===== src/rtl/high_to_low_control.sv =====
// rtl/high_to_low_control.sv - falling-edge path-delay controller; define HTL_TIMEOUT_EN for bounded waits
module high_to_low_control #(
    parameter int PRE_CYCLES = 4,
    parameter int CW         = 8,
    parameter int TIMEOUT    = 200
) (
    input  logic          clk,
    input  logic          rst,
    input  logic          start,
    input  logic          pathResult,
    output logic          pathInput,
    output logic          ld_reg,
    output logic          fin,
    output logic          busy,
    output logic          err,
    output logic [CW-1:0] lat_cnt
);

    localparam int PW = (PRE_CYCLES > 1) ? $clog2(PRE_CYCLES) : 1;
    localparam logic [PW-1:0] PRE_LAST = PW'(PRE_CYCLES - 1);
    localparam logic [CW-1:0] LAT_MAX  = '1;

    typedef enum logic [2:0] {
        S_IDLE,
        S_PRECHG,
        S_WAIT_FALL,
        S_LOAD,
        S_DONE
    } state_t;

    state_t        state, state_nxt;
    logic [PW-1:0] pre_cnt, pre_nxt;
    logic [CW-1:0] lat_nxt;

`ifdef HTL_TIMEOUT_EN
    localparam logic [CW-1:0] TMO_LAST = CW'(TIMEOUT - 1);
    logic [CW-1:0] tmo_cnt, tmo_nxt;
    logic          err_r, err_nxt;
    assign err = err_r;
`else
    localparam int unused_timeout = TIMEOUT;
    assign err = 1'b0;
`endif

    always_comb begin
        state_nxt = state;
        pre_nxt   = pre_cnt;
        lat_nxt   = lat_cnt;
`ifdef HTL_TIMEOUT_EN
        tmo_nxt   = tmo_cnt;
        err_nxt   = err_r;
`endif
        case (state)
            S_IDLE, S_DONE: begin
                if (start) begin
                    state_nxt = S_PRECHG;
                    pre_nxt   = '0;
                    lat_nxt   = '0;
`ifdef HTL_TIMEOUT_EN
                    tmo_nxt   = '0;
                    err_nxt   = 1'b0;
`endif
                end
            end
            S_PRECHG: begin
                // pre_cnt saturates at the minimum, so equality means "minimum met"
                if (pre_cnt == PRE_LAST && pathResult) begin
                    state_nxt = S_WAIT_FALL;
                end else begin
                    if (pre_cnt != PRE_LAST) pre_nxt = pre_cnt + 1'b1;
`ifdef HTL_TIMEOUT_EN
                    if (tmo_cnt == TMO_LAST) begin
                        state_nxt = S_DONE;
                        err_nxt   = 1'b1;
                    end else begin
                        tmo_nxt = tmo_cnt + 1'b1;
                    end
`endif
                end
            end
            S_WAIT_FALL: begin
                if (!pathResult) begin
                    state_nxt = S_LOAD;
                end else begin
                    if (lat_cnt != LAT_MAX) lat_nxt = lat_cnt + 1'b1;
`ifdef HTL_TIMEOUT_EN
                    if (lat_cnt == TMO_LAST) begin
                        state_nxt = S_DONE;
                        err_nxt   = 1'b1;
                    end
`endif
                end
            end
            S_LOAD:  state_nxt = S_DONE;
            default: state_nxt = S_IDLE;
        endcase
    end

    // Outputs are decoded from the next state so they line up with the state register.
    always_ff @(posedge clk) begin
        if (rst) begin
            state     <= S_IDLE;
            pre_cnt   <= '0;
            lat_cnt   <= '0;
            pathInput <= 1'b0;
            ld_reg    <= 1'b0;
            fin       <= 1'b0;
            busy      <= 1'b0;
`ifdef HTL_TIMEOUT_EN
            tmo_cnt   <= '0;
            err_r     <= 1'b0;
`endif
        end else begin
            state     <= state_nxt;
            pre_cnt   <= pre_nxt;
            lat_cnt   <= lat_nxt;
            pathInput <= (state_nxt == S_PRECHG);
            ld_reg    <= (state_nxt == S_LOAD);
            fin       <= (state_nxt == S_DONE);
            busy      <= (state_nxt == S_PRECHG) || (state_nxt == S_WAIT_FALL) ||
                         (state_nxt == S_LOAD);
`ifdef HTL_TIMEOUT_EN
            tmo_cnt   <= tmo_nxt;
            err_r     <= err_nxt;
`endif
        end
    end

endmodule


===== config.mk =====
export PLATFORM = sky130hd
export DESIGN_NAME = high_to_low_control
export DESIGN_NICKNAME = d
export VERILOG_FILES = /design/src/rtl/high_to_low_control.sv
export SDC_FILE = /design/constraint.sdc
export NUM_CORES = 1
export LEC_CHECK = 0
export BUFFER_PORTS_ARGS = -buffer_cell sky130_fd_sc_hd__buf_2
export CORE_MARGIN = 2
export CORE_UTILIZATION = 45
export DETAILED_ROUTE_END_ITERATION = 6
export GPL_ROUTABILITY_DRIVEN = 0
export MAX_ROUTING_LAYER = met4
export PLACE_DENSITY = 0.67
export SETUP_SLACK_MARGIN = 0.3
export SLEW_MARGIN = 20
export SYNTH_ARGS = -nofsm -noshare
export SYNTH_HDL_FRONTEND = slang
export SYNTH_SLANG_ARGS = --single-unit

===== constraint.sdc =====
create_clock -name clk -period 1.5 [get_ports clk]
set_input_delay 0.225 -clock clk [delete_from_list [all_inputs] [get_ports clk]]
set_output_delay 0.225 -clock clk [all_outputs]
set_load 0.05 [all_outputs]

### Word-level counts from Yosys, hierarchy flattened

Cells that the tools add are included.

| operators by class | value |
|---|---|
| add/subtract/negate cells | 2 |
| equality and inequality tests | 16 |
| mux-type cells | 12 |
| reduce and logical (&&, ||, !) cells | 9 |

Operators by type and width:

| operator | number |
|---|---|
| two-way mux 8 bit | 3 |
| one-hot mux 8 bit (2 select lines) | 1 |
| == test 3 x 2 -> 1 bit (second input constant) | 4 |
| != test 2 bit (second input constant) | 6 |
| one-hot mux 3 bit (4 select lines) | 1 |
| two-way mux 3 bit | 3 |
| adder 8 x 1 -> 8 bit (second input constant) | 1 |
| != test 8 bit (second input constant) | 1 |
| AND reduction 4 bit | 2 |
| == test 3 x 1 -> 1 bit (second input constant) | 2 |
| == test 3 bit (second input constant) | 2 |
| two-way mux 2 bit | 3 |
| one-hot mux 2 bit (2 select lines) | 1 |
| nonzero test 2 bit | 2 |
| logical NOT 3 bit | 1 |
| adder 2 x 1 -> 2 bit (second input constant) | 1 |
| == test 2 bit (second input constant) | 1 |
| logical OR 1 bit | 2 |
| OR reduction 2 bit | 1 |
| logical AND 1 bit | 1 |

| storage, ports and cells | value |
|---|---|
| register bits | 17 |
| bits of input ports | 4 |
| word-level logic and storage cells | 46 |

### Logic depth before layout (Yosys ltp)

Gate-level depths: netlist of run 1.

| logic depth | value |
|---|---|
| word-level depth | 7 |
| mapped depth | 5 |

### Least setup slack after synthesis of run 1

OpenSTA, ideal clock, no wires.

| path | value |
|---|---|
| path type | register -> register |
| start point | reg lat_cnt[0] |
| end point | reg lat_cnt[4] |
| arrival | 1.691 ns |
| required time | 1.428 ns |
| path slack | -0.263 ns |
| cell stages (with the launch flop) | 6 |
| buffers on the path | 1 |
| clock period less this slack | 1.763 ns |
| cells stage by stage | dfxtp_1 > ha_1 > clkbuf_1 > nand3_1 > a211oi_1 > mux2i_1 |

| between the ends | value |
|---|---|
| word-level cells in the longest chain between the ends | 4 |
| elaborated cells between the ends (all ways) | 7 |

Ends and longest elaborated chain:

| what | RTL line | text |
|---|---|---|
| start: declaration | 16 | `output logic [CW-1:0] lat_cnt` |
| start signal: assignment | 116 | `lat_cnt <= lat_nxt;` |
| adder 8 x 1 -> 8 bit | 85 | `if (lat_cnt != LAT_MAX) lat_nxt = lat_cnt + 1'b1;` |
| two-way mux 8 bit | 85 |  |
| two-way mux 8 bit | 82 | `if (!pathResult) begin` |
| one-hot mux 8 bit (2 select lines) | 53 | `case (state)` |

Parallel ways exist; a longest one is shown, timed or not. The select of a mux whose other input is x is not followed.
A chain may end at the register's enable or synchronous reset.

### Worst setup path after layout of run 1

| path | value |
|---|---|
| start point | reg state[0] |
| end point | reg pathInput |

| between the ends | value |
|---|---|
| word-level cells in the longest chain between the ends | 4 |
| elaborated cells between the ends (all ways) | 11 |

Ends and longest elaborated chain:

| what | RTL line | text |
|---|---|---|
| start: declaration | 31 | `state_t state, state_nxt;` |
| start signal: assignment | 114 | `state <= state_nxt;` |
| == test 3 bit / logical NOT 3 bit (equally long branches) | 53 |  |
| OR reduction 2 bit | 53 |  |
| one-hot mux 3 bit (4 select lines) * | 53 |  |
| == test 3 x 1 -> 1 bit * | 117 | `pathInput <= (state_nxt == S_PRECHG);` |
| end signal: assignment | 117 |  |
| end: declaration | 11 | `output logic pathInput,` |

Mark *: on every way between the ends. The rest lies on a longest branch, timed or not.

==> flow_metrics.tcl, run 1 <==
set metrics [dict create \
    ant_nets 0 \
    cts-root-buf "clkbuf_4" \
    top_usage_layer "met2" \
    path_delay_family "compound AO/OA/AOI/OAI gates" \
    yosysMostFrequentCell "dfxtp_1" \
    place.port_buffers 15 \
    synthCells 100 \
    clock_sinks 17 \
    grt_max_degree 21 \
    top_regs "lat_cnt: 8 flops, state: 3 flops, pre_cnt: 2 flops" \
    cp_slowest_cell "o41a_1" \
    netlist_top_cells_area "dfxtp_1 (37%), mux2i_1 (5.4%), nand3b_1 (4.9%)" \
    path_cells "buf_6 > o41a_1 > a2111oi_4" \
    wl_per_cell_um 14.7 \
    routed_via_density 5.86 \
    synthesis.area_um2 923 \
    ir_drop_mv 0.492 \
    period_minus_slack_ps 1360 \
    grt_pass1_wl_um 3720 \
    crit_fanout 9 \
    start_kind "register" \
    cp-end-kind "register" \
    skew_ps 1.63 \
    hpwlAfterDp_um 1390 \
    area_growth_pct 45.5 \
    drive_gt1_share_pct 54.0 \
    first_pass_iters 4 \
    hold_violations 0 \
    synthArstFlopShare_pct 0 \
    drt_iter0_markers 17 \
    drt-total-wl_um 2250 \
    power.leakage_uw 0.000488 \
    nets 133 \
    cts_made_buffers 3 \
    max_cap_viol_count 0 \
    worstPathRequired_ps 1690 \
    gr-usage-all-layers_pct 20.1 \
    design.die.area_mm2 0.00243 \
    synth_ff_type "dfxtp_1" \
    synth-warning-count 0 \
    h-tree-depth 1 \
    fin_area_mm2 0.00134 \
    ios 17 \
    finalSetupViolCount 0 \
    fin_crit_sh_pct 90.5 \
    synth_top_cell_by_area "dfxtp_1" \
    p_per_area_mw_per_mm2 620 \
    setup_ws_ps 143 \
    dieHeight_um 49.3 \
    clk_transition_reported_paths_ps 100 \
    grt.overflow.total 0 \
    tns_ps 0 \
    cts_tree "built" \
    grtUsageMet2_pct 35.1 \
    r2r-start "state[0]" \
    num_vias 896 \
    postCtsHoldBufs 0 \
    synth_common_cells "dfxtp_1 (17), a21oi_1 (6), nand2_1 (6), nand3b_1 (6)" \
    final-max-slew-violation-count 0 \
    r2r_slack_ps 140 \
    clock_latency_ps 280 \
    avgSynthCellArea_um2 9.23 \
    ys_ff_latch 17 \
    path_depth 3 \
    fmax_mhz 737 \
    rsz0062_at_grt "yes" \
    synth_fp_nets 106 \
    max_stage_delay_ps 450 \
    critical_path_buf_inv_count 1 \
    synth_edf_count 0 \
    drc_errors 0 \
    die_x_um 49.3 \
    place_area_mm2 0.00108 \
    rr_endpoint "pathInput" \
    hp-start "rst" \
    n_antenna_cell 0 \
    hp-class "in2reg" \
    hold_depth 2 \
    ys_types 37 \
    crit_arrival_ps 1540 \
    rows 16 \
    synth_top_area_share_pct 36.9 \
    worstHoldEndpoint "fin" \
    critical_path_class "reg2reg" \
    cts_max_path_buffers 2 \
    yosysSeqAreaShare_pct 36.9 \
    grtUsageMet3_pct 3.99 \
    largest_reg_flops 8 \
    status "finished, final reports clean" \
    initial_core_util_pct 47.6 \
    dpl_worst_slack_ps 32.1 \
    grt_pass1_vias 876 \
    grt_use_met1_pct 23.1 \
    r2r_cells 3 \
    regMostFlops "lat_cnt" \
    antenna_found_initial 0 \
    coreArea_mm2 0.00194 \
]
what timing repair did:
item                                    4_1_cts  5_1_grt
endpoints found under the setup margin       17       22
pin swaps                                     9        7
cloned                                        0        0
gates resized for setup                      13       19
setup buffers                                12        1
routing by layer:
| metal | share of wire, % | vias up | wire length, um |
|---|---|---|---|
| met4 | 0 | 0 | 0 |
| met2 | 53 | 21 | 1200 |
| met3 | 2.9 | 0 | 66 |
| met5 | 0 | - | 0 |
| li1 | - | 433 | - |
| met1 | 44 | 442 | 982 |
placed cells by master, fill, tap and decap left out, types with 2 or more instances in the layout:
cell	synthesis	final
a2111oi_4	0	2
a211oi_1	5	2
a211oi_2	0	3
a21o_1	2	2
a21oi_1	6	5
and4_1	3	3
buf_2	2	9
buf_4	2	15
buf_6	0	3
clkbuf_4	0	5
dfxtp_1	17	4
dfxtp_2	0	6
dfxtp_4	0	7
ha_4	0	2
mux2i_1	5	5
nand2_1	6	5
nand2b_1	4	3
nand3_1	4	3
nand3b_1	6	6
nand4_1	2	2
nand4b_1	2	2
nor2_1	3	3
or3b_1	4	3
or4b_4	0	2
metrics by stage:
step | util [%] | std cells | hold WS (ps) | total power [uW]
after global placement | 55.6 | 136 | 496 | 572
after detailed placement | 55.6 | 136 | 502 | 576
after global routing | 69.2 | 153 | 338 | 866
final | 69.2 | 153 | 307 | 833
after CTS | 64.4 | 152 | 299 | 835
after floorplan | - | 100 | 398 | 559
power breakdown:
part / internal [uW] / switching [uW]
Combinational: 59.7 / 73.5
Sequential: 450 / 7.47
Clock: 103 / 139
Total: 613 / 220
how the worst max path moves through the flow:
| stage | startpoint | endpoint | slack (ps) |
|---|---|---|---|
| after floorplan | lat_cnt[0] | lat_cnt[5] | 170 |
| after CTS | state[1] | pathInput | 130 |
| after global routing | state[1] | pre_cnt[1] | 100 |
| after global placement | state[1] | pathInput | 130 |
| after detailed placement | state[1] | pathInput | 30 |
| final | state[0] | pathInput | 140 |
cells by family after synthesis:
logic type | after synthesis | synth area share, %
other | 1 | 0.406
and+or+nand+nor | 44 | 32.8
buffers and inverters | 10 | 5.15
AOI/OAI and AO/OA | 21 | 16.7
DFF | 17 | 36.9
muxes | 5 | 5.42
adders and majority gates | 2 | 2.71
final cells by class:
class                      count  area, um2
multi-input combinational     73        681
fill                         148        598
sequential                    17        374
timing repair buffer          30        221
tap                           27       33.8
clock buffer                   4       26.3
inverter                       2       7.51
(Power assumes the default switching activity.)
==> run 2, diff against run 1 <==
--- a/config.mk
+++ b/config.mk
@@ -5,6 +5,7 @@
 export SDC_FILE = /design/constraint.sdc
 export NUM_CORES = 1
 export LEC_CHECK = 0
+export ABC_AREA = 1
 export BUFFER_PORTS_ARGS = -buffer_cell sky130_fd_sc_hd__buf_2
 export CORE_MARGIN = 2
 export CORE_UTILIZATION = 45
==> run 2 against run 1 <==
Non-clock buffer count down 8; worst setup slack better by 34 ps; fmax up 2.6%; critical endpoint is now lat_cnt[5]; largest power group unchanged; highest routed layer is now met4.
==> flow_metrics.tcl, run 2 <==
set metrics [dict create \
    routed_via_density 4.83 \
    ys_ff_latch 17 \
    synth-warning-count 0 \
    ys_types 23 \
    drc_errors 0 \
    h-tree-depth 1 \
    cp-end-kind "register" \
    cts_max_path_buffers 2 \
    hp-start "rst" \
    hold_violations 0 \
    cts_tree "built" \
    nets 167 \
    dieHeight_um 48.6 \
    final_common_cell "nand2_1" \
    first_pass_iters 4 \
    fin_area_mm2 0.00127 \
    synth_ff_type "dfxtp_1" \
    cts_made_buffers 3 \
    largest_reg_flops 8 \
    yosysSeqAreaShare_pct 38.0 \
    coreArea_mm2 0.00192 \
    drt_iter0_markers 13 \
    antenna_found_initial 0 \
    netlist_top_cells_area "dfxtp_1 (38%), nand2_1 (15%), inv_1 (8.8%)" \
    ios 17 \
    synthesis.area_um2 895 \
    drt-total-wl_um 2280 \
    n_antenna_cell 0 \
    area_growth_pct 42.1 \
    avgSynthCellArea_um2 6.58 \
    synthCells 136 \
    worstPathRequired_ps 1700 \
    die_x_um 48.6 \
    grtUsageMet2_pct 38.0 \
    postCtsHoldBufs 0 \
    design.die.area_mm2 0.00236 \
    ir_drop_mv 0.597 \
    final-max-slew-violation-count 0 \
    top_usage_layer "met2" \
    start_kind "register" \
    clk_transition_reported_paths_ps 110 \
    r2r_slack_ps 180 \
    worstHoldEndpoint "lat_cnt[4]" \
    r2r-start "lat_cnt[1]" \
    r2r_cells 11 \
    finalSetupViolCount 0 \
    synth_top_cell_by_area "dfxtp_1" \
    fin_crit_sh_pct 88.2 \
    synth_common_cells "nand2_1 (36), inv_1 (21), nor2_1 (18)" \
    drive_gt1_share_pct 40.0 \
    wl_per_cell_um 12.2 \
    synthArstFlopShare_pct 0 \
    max_cap_viol_count 0 \
    fmax_mhz 756 \
    synth_edf_count 0 \
    cts-root-buf "clkbuf_4" \
    yosysMostFrequentCell "nand2_1" \
    finalPower_uw 951 \
    skew_ps 2.52 \
    grt.overflow.total 0 \
    clock_sinks 17 \
    layout_common_cells "nand2_1 (33), inv_1 (19), nor2_1 (16), buf_2 (10)" \
    place.port_buffers 15 \
    hpwlAfterDp_um 1430 \
    num_vias 904 \
    grt_pass1_vias 911 \
    synth_top_area_share_pct 38.0 \
    regMostFlops "lat_cnt" \
    hold_depth 2 \
    top_regs "lat_cnt: 8 flops, state: 3 flops, pre_cnt: 2 flops" \
    clock_latency_ps 300 \
    grt_pass1_wl_um 3510 \
    gr-usage-all-layers_pct 19.4 \
    rr_endpoint "lat_cnt[5]" \
    rows 16 \
    crit_arrival_ps 1520 \
    initial_core_util_pct 46.5 \
    crit_fanout 5 \
    tns_ps 0 \
    status "finished, final reports clean" \
    ant_nets 0 \
    p_per_area_mw_per_mm2 748 \
    rsz0062_at_grt "yes" \
    critical_path_class "reg2reg" \
    power.leakage_uw 0.000553 \
    place_area_mm2 0.00102 \
    hp-class "in2reg" \
    grt_use_met1_pct 18.3 \
    period_minus_slack_ps 1320 \
    synth_fp_nets 142 \
    grt_max_degree 13 \
    grtUsageMet3_pct 4.32 \
]
==> run 2: timing repair <==
action,4_1_cts,5_1_grt
pin swaps,20,15
endpoints found under the setup margin,10,14
gates resized for setup,12,28
buffers inserted,5,2
==> run 2: how the worst max path moves through the flow <==
stage | start | endpoint | slack [ps] | depth (start not counted)
after floorplan | lat_cnt[1] | lat_cnt[1] | 170 | 10
final | lat_cnt[1] | lat_cnt[5] | 180 | 11
after detailed placement | lat_cnt[1] | lat_cnt[1] | 160 | 10
after CTS | lat_cnt[0] | lat_cnt[1] | 180 | 10
after global routing | lat_cnt[1] | lat_cnt[4] | 120 | 8
after global placement | lat_cnt[1] | lat_cnt[1] | 210 | 10
==> run 2: report_power, final <==
part | switching (uW) | internal (uW) | total [uW]
clock | 157 | 99.4 | 256
sequential | 12.4 | 464 | 477
combinational | 138 | 79.8 | 218
==> run 2: cell type report <==
cell class              count  area, um2
flip-flops and latches     17        363
inverters                  22       82.6
multi-input cells          95        584
clock inverters             1       5.00
repair buffers             22        180
fillers                   197        651
clock buffers               3       22.5
well taps                  27       33.8
==> run 2: logic make-up (layout without fill, tap and decap cells) <==
family / count (synthesis) / after routing / share of synthesized area [%]
other cells: 1 / 1 / 0.419
simple gates: 76 / 76 / 38.9
buf+inv: 24 / 48 / 10.5
flops: 17 / 17 / 38.0
compound gates: 16 / 16 / 9.37
fa+ha+maj: 2 / 2 / 2.80
==> run 2: per-stage QoR <==
stage | instances | utilization [%] | worst slack (ps) | hold slack, ps
after floorplan | 136 | - | 169 | 294
after global placement | 176 | 53.3 | 213 | 450
after detailed placement | 176 | 53.3 | 163 | 461
after CTS | 185 | 60.3 | 177 | 221
after global routing | 187 | 66.1 | 121 | 250
final | 187 | 66.1 | 178 | 214
==> run 2: metal layers <==
layer / up-vias / part of all wire (%)
li1: 472 / -
met1: 409 / 44
met2: 17 / 52
met3: 6 / 2.5
met4: 0 / 1.8
met5: - / 0
==> run 2: worst max-delay path, stage by stage, from the launching register on <==
cell     delay [ps]
dfxtp_4         380
ha_4            150
nand2_4          60
nor2_4           90
nand2_2          70
nand2_4         100
nand2_8          70
buf_12          140
nand3_2          50
nand2_1          40
inv_1            40
nor2_1           30
==> run 3, diff against run 2 <==
--- a/config.mk
+++ b/config.mk
@@ -8,11 +8,10 @@
 export ABC_AREA = 1
 export BUFFER_PORTS_ARGS = -buffer_cell sky130_fd_sc_hd__buf_2
 export CORE_MARGIN = 2
-export CORE_UTILIZATION = 45
+export CORE_UTILIZATION = 40
 export DETAILED_ROUTE_END_ITERATION = 6
 export GPL_ROUTABILITY_DRIVEN = 0
 export MAX_ROUTING_LAYER = met4
-export PLACE_DENSITY = 0.67
 export SETUP_SLACK_MARGIN = 0.3
 export SLEW_MARGIN = 20
 export SYNTH_ARGS = -nofsm -noshare
==> run 3 against run 2 <==
Sequential power barely moved; worst setup slack improved by 27 ps; count of clock-buffer cells in the layout did not move; die area rose by 11%; critical path type unchanged; combinational power fell by 23%; worst hold slack improved by 25 ps; core utilization fell by 13 points; fmax rose by 2.1%; largest power group unchanged.
==> flow_metrics.tcl, run 3 (synthesis gave the netlist of run 2 again) <==
set metrics [dict create \
    layout_common_cells "nand2_1 (35), inv_1 (20), nor2_1 (17), buf_2 (11), a21oi_1 (10)" \
    grt_pass1_wl_um 3260 \
    initial_core_util_pct 41.2 \
    coreArea_mm2 0.00217 \
    regMostFlops "lat_cnt" \
    hold_violations 0 \
    skew_ps 4.96 \
    cp-end-kind "register" \
    n_antenna_cell 0 \
    grt_max_degree 13 \
    power.leakage_uw 0.000526 \
    drt_iter0_markers 17 \
    p_per_area_mw_per_mm2 763 \
    grt_pass1_vias 812 \
    nets 167 \
    cts-root-buf "clkbuf_4" \
    dieHeight_um 51.3 \
    period_minus_slack_ps 1300 \
    utilization_pct 53.4 \
    gr-usage-all-layers_pct 17.0 \
    worstPathRequired_ps 1680 \
    hpwlAfterDp_um 1530 \
    crit_arrival_ps 1480 \
    status "finished, final reports clean" \
    clock_sinks 17 \
    top_regs "lat_cnt: 8 flops, state: 3 flops, pre_cnt: 2 flops" \
    finalPower_uw 884 \
    cts_max_path_buffers 2 \
    num_vias 876 \
    clk_transition_reported_paths_ps 100 \
    start_kind "register" \
    first_pass_iters 4 \
    critical_path_class "reg2reg" \
    rsz0062_at_grt "yes" \
    routed_via_density 4.66 \
    fin_crit_sh_pct 86.4 \
    ant_nets 0 \
    antenna_found_initial 0 \
    ios 17 \
    finalSetupViolCount 0 \
    clock_latency_ps 290 \
    hp-class "in2reg" \
    grt.overflow.total 0 \
    wl_per_cell_um 10.6 \
    die_x_um 51.3 \
    crit_fanout 8 \
    drt-total-wl_um 1990 \
    h-tree-depth 1 \
    design.die.area_mm2 0.00263 \
    cts_tree "built" \
    hold_ws_ps 239 \
    max_cap_viol_count 0 \
    cts_made_buffers 3 \
    drive_gt1_share_pct 32.5 \
    rows 17 \
    final_common_cell "nand2_1" \
    dp.cells 177 \
    tns_ps 0 \
    area_growth_pct 29.5 \
    final-max-slew-violation-count 0 \
    largest_reg_flops 8 \
    final_cells 188 \
    fmax_mhz 772 \
    postCtsHoldBufs 0 \
    drc_errors 0 \
    place.port_buffers 15 \
    ir_drop_mv 0.552 \
]
==> run 3: path summary, 6_finish.rpt <==
check / slack, ps / from / depth (start not counted) / endpoint
min: 240 / rst / 2 / lat_cnt[4]
max: 200 / lat_cnt[1] / 10 / lat_cnt[1]
max reg2reg: 200 / lat_cnt[1] / 10 / lat_cnt[1]
min reg2reg: 470 / pre_cnt[0] / 1 / pre_cnt[0]
==> run 3: area by class of cell <==
cell class / count / area (um2)
Clock buffer: 3 / 22.5
Fill cell: 236 / 1010
Sequential cell: 17 / 360
Timing Repair Buffer: 22 / 141
Multi-Input combinational cell: 95 / 512
Inverter: 22 / 82.6
Tap cell: 28 / 35.0
Clock inverter: 1 / 5.00
==> run 3: power by group <==
| group | internal [uW] | switching, uW |
|---|---|---|
| Combinational | 53.3 | 115 |
| Sequential | 465 | 12.3 |
| Clock | 99.1 | 140 |
| Total | 617 | 267 |
==> run 3: per-stage QoR <==
step                instance area, um2  setup slack, ps
global route                      1160              142
floorplan                          927              169
finish                            1160              204
detailed placement                1030              205
global placement                  1030              237
CTS                               1100              213
==> run 3: critical path, cell delays in order (launching register included) <==
cell     delay [ps]
dfxtp_4         380
ha_4            150
nand2_4          60
nor2_4          120
nand2_2          60
nand2_2          80
nand2_4          90
nand2_8          90
nand2_1          50
o21ai_1          70
nor2_1           50
==> run 3: repair_timing <==
item | 4_1_cts | 5_1_grt
pin swaps | 7 | 6
resized for setup | 5 | 13
endpoints found under the setup margin | 9 | 16
setup buffers | 5 | 2
==> run 3: per-layer routing <==
layer	share of wire (%)	wire length [um]	track usage (%)	vias up
li1	-	-	-	472
met1	44	867	18.7	385
met2	52	1020	29.0	15
met3	3.2	64	2.92	4
met4	1.6	31	9.65	0
met5	0	0	-	-
